### config.mk
export PLATFORM = sky130hd
export DESIGN_NAME = led_pattern_ctrl_flat
export DESIGN_NICKNAME = d
export VERILOG_FILES = /design/src/rtl/led_pattern_ctrl_if.sv /design/src/rtl/led_pattern_ctrl.sv /design/src/flat_wrapper.sv
export SDC_FILE = /design/constraint.sdc
export NUM_CORES = 1
export LEC_CHECK = 0
export CAP_MARGIN = 20
export CORE_MARGIN = 3
export CORE_UTILIZATION = 58
export CTS_CLUSTER_DIAMETER = 30
export CTS_CLUSTER_SIZE = 30
export DETAILED_ROUTE_END_ITERATION = 8
export HOLD_SLACK_MARGIN = 0.05
export PLACE_DENSITY = 0.87
export SYNTH_ARGS = -nofsm -noshare
export SYNTH_HDL_FRONTEND = slang
export SYNTH_SLANG_ARGS = --single-unit
### constraint.sdc
create_clock -name clk_25mhz -period 4.45 [get_ports clk_25mhz]
set_input_delay 0.89 -clock clk_25mhz [delete_from_list [all_inputs] [get_ports clk_25mhz]]
set_output_delay 0.89 -clock clk_25mhz [all_outputs]
set_load 0.01 [all_outputs]
### src/rtl/led_pattern_ctrl_if.sv
// Command port of the LED pattern sequencer: the host drives a mode plus the
// timing fields, and the sequencer answers with cmd_ready.
interface led_pattern_ctrl_if #(
  parameter int HP_W  = 16,
  parameter int CNT_W = 8
);
  // Handshake: a command transfers on a rising edge where cmd_valid and
  // cmd_ready are both high. Fields are sampled only on that edge; while
  // cmd_ready is low, cmd_valid is ignored and nothing is queued.
  logic             cmd_valid;
  logic             cmd_ready;
  logic [1:0]       cmd_mode;
  logic [HP_W-1:0]  cmd_half_period;
  logic [CNT_W-1:0] cmd_count;

  modport master (
    output cmd_valid, cmd_mode, cmd_half_period, cmd_count,
    input  cmd_ready
  );

  modport slave (
    input  cmd_valid, cmd_mode, cmd_half_period, cmd_count,
    output cmd_ready
  );
endinterface

### src/rtl/led_pattern_ctrl.sv
// Command-driven LED sequencer: steady OFF/ON levels, continuous BLINK and
// counted BURST patterns, all timed in prescaler ticks.
module led_pattern_ctrl #(
  parameter int PRESCALE = 25000,
  parameter int HP_W     = 16,
  parameter int CNT_W    = 8
) (
  input  logic                     clk_25mhz,
  input  logic                     rst,
  led_pattern_ctrl_if.slave        cmd,
  output logic                     led,
  output logic                     busy,
  output logic                     done,
  output logic [1:0]               state_dbg
);

  localparam int PRE_W = (PRESCALE > 2) ? $clog2(PRESCALE) : 1;
  localparam logic [PRE_W-1:0] PRE_LAST = PRE_W'(PRESCALE - 1);

  localparam logic [1:0] MODE_OFF   = 2'd0;
  localparam logic [1:0] MODE_ON    = 2'd1;
  localparam logic [1:0] MODE_BLINK = 2'd2;
  localparam logic [1:0] MODE_BURST = 2'd3;

  typedef enum logic [1:0] {
    IDLE   = 2'd0,
    ON_PH  = 2'd1,
    OFF_PH = 2'd2
  } state_t;

  state_t           state_q, state_d;
  logic [PRE_W-1:0] pre_q, pre_d;
  logic [HP_W-1:0]  ph_q, ph_d, h_q, h_d, h_eff;
  logic [CNT_W-1:0] pulse_q, pulse_d, n_q, n_d, pulse_inc;
  logic             burst_q, burst_d;
  logic             base_q, base_d;
  logic             led_q, led_d;
  logic             busy_q, busy_d;
  logic             done_q, done_d;
  logic             ready_q, ready_d;
  logic             accept, tick, ph_last;

  assign accept    = cmd.cmd_valid & ready_q;
  assign tick      = (pre_q == PRE_LAST);
  // A half-period of zero runs as one tick so a phase can never be empty.
  assign h_eff     = (h_q == '0) ? HP_W'(1) : h_q;
  assign ph_last   = (ph_q == h_eff - HP_W'(1));
  assign pulse_inc = pulse_q + CNT_W'(1);

  always_comb begin
    state_d = state_q;
    pre_d   = tick ? '0 : pre_q + PRE_W'(1);
    ph_d    = ph_q;
    h_d     = h_q;
    pulse_d = pulse_q;
    n_d     = n_q;
    burst_d = burst_q;
    base_d  = base_q;
    led_d   = led_q;
    busy_d  = busy_q;
    done_d  = 1'b0;
    ready_d = ready_q;

    if (accept) begin
      // Restarting the prescaler on accept makes the first phase exact.
      pre_d   = '0;
      ph_d    = '0;
      pulse_d = '0;
      state_d = IDLE;
      busy_d  = 1'b0;
      ready_d = 1'b1;
      case (cmd.cmd_mode)
        MODE_OFF: begin
          base_d = 1'b0;
          led_d  = 1'b0;
        end
        MODE_ON: begin
          base_d = 1'b1;
          led_d  = 1'b1;
        end
        MODE_BLINK: begin
          h_d     = cmd.cmd_half_period;
          burst_d = 1'b0;
          led_d   = 1'b1;
          busy_d  = 1'b1;
          state_d = ON_PH;
        end
        default: begin
          if (cmd.cmd_count == '0) begin
            led_d  = base_q;
            done_d = 1'b1;
          end else begin
            h_d     = cmd.cmd_half_period;
            n_d     = cmd.cmd_count;
            burst_d = 1'b1;
            led_d   = 1'b1;
            busy_d  = 1'b1;
            ready_d = 1'b0;
            state_d = ON_PH;
          end
        end
      endcase
    end else begin
      case (state_q)
        ON_PH: begin
          if (tick) begin
            if (ph_last) begin
              ph_d    = '0;
              led_d   = 1'b0;
              state_d = OFF_PH;
            end else begin
              ph_d = ph_q + HP_W'(1);
            end
          end
        end
        OFF_PH: begin
          if (tick) begin
            if (ph_last) begin
              ph_d = '0;
              if (burst_q && (pulse_inc == n_q)) begin
                pulse_d = pulse_inc;
                led_d   = base_q;
                busy_d  = 1'b0;
                done_d  = 1'b1;
                ready_d = 1'b1;
                state_d = IDLE;
              end else begin
                if (burst_q) pulse_d = pulse_inc;
                led_d   = 1'b1;
                state_d = ON_PH;
              end
            end else begin
              ph_d = ph_q + HP_W'(1);
            end
          end
        end
        default: ;
      endcase
    end
  end

  always_ff @(posedge clk_25mhz or posedge rst) begin
    if (rst) begin
      state_q <= IDLE;
      pre_q   <= '0;
      ph_q    <= '0;
      h_q     <= '0;
      pulse_q <= '0;
      n_q     <= '0;
      burst_q <= 1'b0;
      base_q  <= 1'b0;
      led_q   <= 1'b0;
      busy_q  <= 1'b0;
      done_q  <= 1'b0;
      ready_q <= 1'b1;
    end else begin
      state_q <= state_d;
      pre_q   <= pre_d;
      ph_q    <= ph_d;
      h_q     <= h_d;
      pulse_q <= pulse_d;
      n_q     <= n_d;
      burst_q <= burst_d;
      base_q  <= base_d;
      led_q   <= led_d;
      busy_q  <= busy_d;
      done_q  <= done_d;
      ready_q <= ready_d;
    end
  end

  assign led           = led_q;
  assign busy          = busy_q;
  assign done          = done_q;
  assign cmd.cmd_ready = ready_q;
  assign state_dbg     = state_q;

endmodule

### src/flat_wrapper.sv
// flat-port wrapper written by rule: the top's interface ports become plain ports
module led_pattern_ctrl_flat 
#(
  parameter int PRESCALE = 25000,
  parameter int HP_W     = 16,
  parameter int CNT_W    = 8
)
  (clk_25mhz, rst, led, busy, done, state_dbg, cmd_cmd_valid, cmd_cmd_mode, cmd_cmd_half_period, cmd_cmd_count, cmd_cmd_ready);
  led_pattern_ctrl_if #(.HP_W(HP_W), .CNT_W(CNT_W)) cmd_i ();
  input  logic clk_25mhz;
  input  logic rst;
  output logic led;
  output logic busy;
  output logic done;
  output logic [1:0] state_dbg;
  input wire logic [$bits(cmd_i.cmd_valid)-1:0] cmd_cmd_valid;
  input wire logic [$bits(cmd_i.cmd_mode)-1:0] cmd_cmd_mode;
  input wire logic [$bits(cmd_i.cmd_half_period)-1:0] cmd_cmd_half_period;
  input wire logic [$bits(cmd_i.cmd_count)-1:0] cmd_cmd_count;
  output wire logic [$bits(cmd_i.cmd_ready)-1:0] cmd_cmd_ready;
  assign cmd_i.cmd_valid = cmd_cmd_valid;
  assign cmd_i.cmd_mode = cmd_cmd_mode;
  assign cmd_i.cmd_half_period = cmd_cmd_half_period;
  assign cmd_i.cmd_count = cmd_cmd_count;
  assign cmd_cmd_ready = cmd_i.cmd_ready;
  led_pattern_ctrl #(.PRESCALE(PRESCALE), .HP_W(HP_W), .CNT_W(CNT_W)) u_core (.clk_25mhz(clk_25mhz), .rst(rst), .cmd(cmd_i), .led(led), .busy(busy), .done(done), .state_dbg(state_dbg));
endmodule
==> results.py <==
metrics = {
    "drt": {
        "post-route-drc-count": 0,
        "vias": 3461,
        "drtIter0Drc": 187,
        "routed_wl_mm": 9.32,
        "via_per_inst": 6.07,
        "wl_per_cell_um": 16.4,
        "dr.pass1.iters": 4,
        "postRouteAntennaNets": 0,
    },
    "floorplan": {
        "rows": 30,
        "fp.dieW_um": 91.0,
        "die_area_um2": 8280,
        "io_pins": 35,
        "die_y_um": 91.0,
        "core_um2": 6910,
        "initial_core_util": 0.606,
    },
    "synth": {
        "syn_inst": 434,
        "synth_edf_count": 0,
        "synthSimpleGateAreaFrac": 0.218,
        "yosys.cell_types.count": 57,
        "ys.flop_type": "dfrtp_1",
        "syn_area_um2": 4190,
        "muxShareOfSynthArea": 0.0744,
        "synth-xor-area-share": 0.109,
        "synthAdderAreaFrac": 0.0329,
        "ys_seq_area_frac": 0.425,
        "synth_compound_area_frac": 0.110,
        "synth_warnings": 0,
        "synth_top_family_by_area": "simple AND/OR/NAND/NOR gates",
        "synth_seq_cells": 71,
        "syn_nets": 474,
        "avgSynthCellArea_um2": 9.65,
        "async_reset_ff_frac": 1.00,
    },
    "cts": {
        "clk_latency_ns": 0.35,
        "clock_sinks": 71,
        "cts_htree_levels": 3,
        "cts_tree": "yes",
        "ctsResizeCount": 0,
        "clk_pin_slew_ns": 0.07,
        "cts_buffers": 9,
        "post_cts_buffers": 0,
        "hold_buffers": 0,
        "cts-root-buf": "clkbuf_8",
        "cts_max_path_buffers": 2,
    },
    "grt": {
        "grtUsageTotal": 0.238,
        "grt_remaining_overflow": 0,
        "grt_max_degree": 39,
        "grt_pass1_vias": 3510,
        "antenna_found_initial": 0,
        "grt_pass1_wl_mm": 16.2,
    },
    "timing": {
        "setup_tns_ns": 0,
        "hold_viol": 0,
        "fin_crit_ns": 4.11,
        "fmax_mhz": 243,
        "setup_viol": 0,
        "fin_crit_sh": 0.925,
        "slew_violations": 0,
        "rsz0062_at_grt": "no",
        "tightest_slew_ns": 0.863,
        "relSlewSlack": 0.425,
        "skew_ns": 0.0103,
    },
    "critical_path": {
        "critPathBufInv": 1,
        "slowest_stage": "or4b_4",
        "crit_family": "simple AND/OR/NAND/NOR gates",
        "path_cells": "nor3_1 > buf_4 > and3_1 > a31oi_1 > ha_1 > nor3b_2 > nand4_1 > xnor2_1 > o21ai_0 > or4_4 > or4b_4 > nor4_2 > mux2i_1",
        "cp_slowest_stage_delay_ns": 0.59,
        "cp_max_fo": 8,
        "startpoint_type": "flop",
        "timing_worst_setup_path_type": "flop to flop",
        "cp_data_arrival_time_ns": 4.38,
        "critPathCaptureType": "flop",
        "required_ns": 4.72,
    },
    "status": {
        "status": "completed",
    },
    "cells_and_area": {
        "fin_nets": 509,
        "layout-drive-gt1-share": 0.137,
        "syn2layout_area_growth_pct": 16.3,
        "nFillCells": 517,
        "final_cells": 570,
        "antenna_cells": 0,
    },
    "place": {
        "dp_hpwl_mm": 6.65,
        "gp_congestion": 0.975,
        "placed_cells": 553,
        "numPortBuffers": 34,
    },
    "power_and_ir_drop": {
        "p_per_area_nw_per_um2": 489,
        "total_leakage_power_nw": 2.01,
        "max-vdd-ir-drop_mv": 0.405,
    },
    "hold_path": {
        "hold_class": "flop to flop",
    },
    "flow_run": {
        "drv_cap": 0,
    },
}
## sequential cells by signal (all words and copies together), names as in the netlist
register,flops
u_core.state_dbg,2
u_core.h_q,16
u_core.n_q,8
u_core.pre_q,15
u_core.cmd.cmd_ready,1
u_core.burst_q,1
u_core.led,1
u_core.done,1
u_core.ph_q,16
u_core.pulse_q,8
u_core.busy,1
u_core.base_q,1
## worst register-to-register path, delay by kind of cell, from the launching register on
family | cells | cell delay (ns)
DFF | 1 | 0.47
xor gates and xnor gates | 1 | 0.16
adders and majority gates | 1 | 0.26
buffers and inverters | 1 | 0.16
AOI/OAI and AO/OA | 2 | 0.37
and+or+nand+nor | 7 | 2.40
muxes | 1 | 0.21
## path summary, 6_finish.rpt
path | cells after the start | from | to | slack [ns]
worst max-delay path | 13 | u_core.h_q[9] | u_core.pulse_q[6] | 0.34
worst min-delay path | 2 | u_core.cmd.cmd_ready | u_core.cmd.cmd_ready | 0.49
worst max register to register | 13 | u_core.h_q[9] | u_core.pulse_q[6] | 0.34
worst min register to register | 2 | u_core.cmd.cmd_ready | u_core.cmd.cmd_ready | 0.49
max in group asynchronous | 3 | rst | u_core.h_q[1] | 2.52
min in group asynchronous | 2 | rst | u_core.busy | 0.97
## logic make-up after synthesis
kind of cell	count (synthesis)
buffers and inverters	33
AO/OA/AOI/OAI	68
XOR/XNOR	52
multiplexers	28
AND/OR/NAND/NOR	171
flip-flops	71
adder cells (fa/ha/maj)	11
## cell usage after synthesis, types with 3 or more instances
library cell	instances	area [um^2]
o21ai_0	11	55.1
ha_1	11	138
o22ai_1	4	25.0
and2_1	3	18.8
mux2_2	25	282
nand2_1	32	120
nand3_1	22	110
xor2_1	23	201
a31o_2	6	52.6
inv_1	15	56.3
nand4_1	12	75.1
nor3_1	8	40.0
or3_1	9	56.3
xnor2_1	29	254
o41ai_1	3	26.3
dfrtp_1	70	1750
mux2i_1	3	30.0
nand2b_1	5	31.3
clkbuf_1	14	52.6
nor4_1	11	68.8
a21oi_1	19	95.1
nor2_1	42	158
and3_1	9	56.3
## placed cells by master, fill, tap and decap left out, types with 9 or more instances in the layout
master,count
mux2_2,25
xnor2_1,29
inv_1,14
xor2_1,23
a21oi_1,19
o21ai_0,11
nand4_1,12
ha_1,11
and3_1,9
dfrtp_1,70
clkdlybuf4s50_1,34
nor2_1,42
or3_1,9
nand2_1,32
nand3_1,22
nor4_1,11
clkbuf_8,14
## layout make-up
cell class	instances	area [um^2]	area share
Clock buffer	14	193	0.0396
Clock inverter	2	35.0	0.00719
Inverter	15	56.3	0.0116
Multi-Input combinational cell	330	2290	0.470
Sequential cell	71	1780	0.365
Tap cell	96	120	0.0247
Timing Repair Buffer	42	400	0.0822
## per-layer routing
metal,part of all wire,global-route usage,vias up
met5,0,0,-
met1,0.43,0.309,1697
met2,0.50,0.394,108
met3,0.051,0.0439,23
met4,0.022,0.0967,0
li1,-,-,1633
## metrics by stage
stage               worst slack (ns)  utilization  area [um^2]  hold slack, ns  power, mW
floorplan                      0.693            -         4190           0.455       1.56
global placement               0.429        0.670         4630           0.470       1.76
detailed placement             0.249        0.670         4630           0.484       1.80
CTS                            0.215        0.703         4850           0.499       2.38
global route                  0.0273        0.705         4870           0.513       2.53
finish                         0.336        0.705         4870           0.490       2.38
## where the power goes
| group | switching [mW] | internal [mW] | leakage (nW) | total, mW |
|---|---|---|---|---|
| Sequential | 0.211 | 0.806 | 0.907 | 1.02 |
| Clock | 0.235 | 0.335 | 0.119 | 0.569 |
| Combinational | 0.389 | 0.404 | 0.984 | 0.794 |
(Power assumes the default switching activity.)
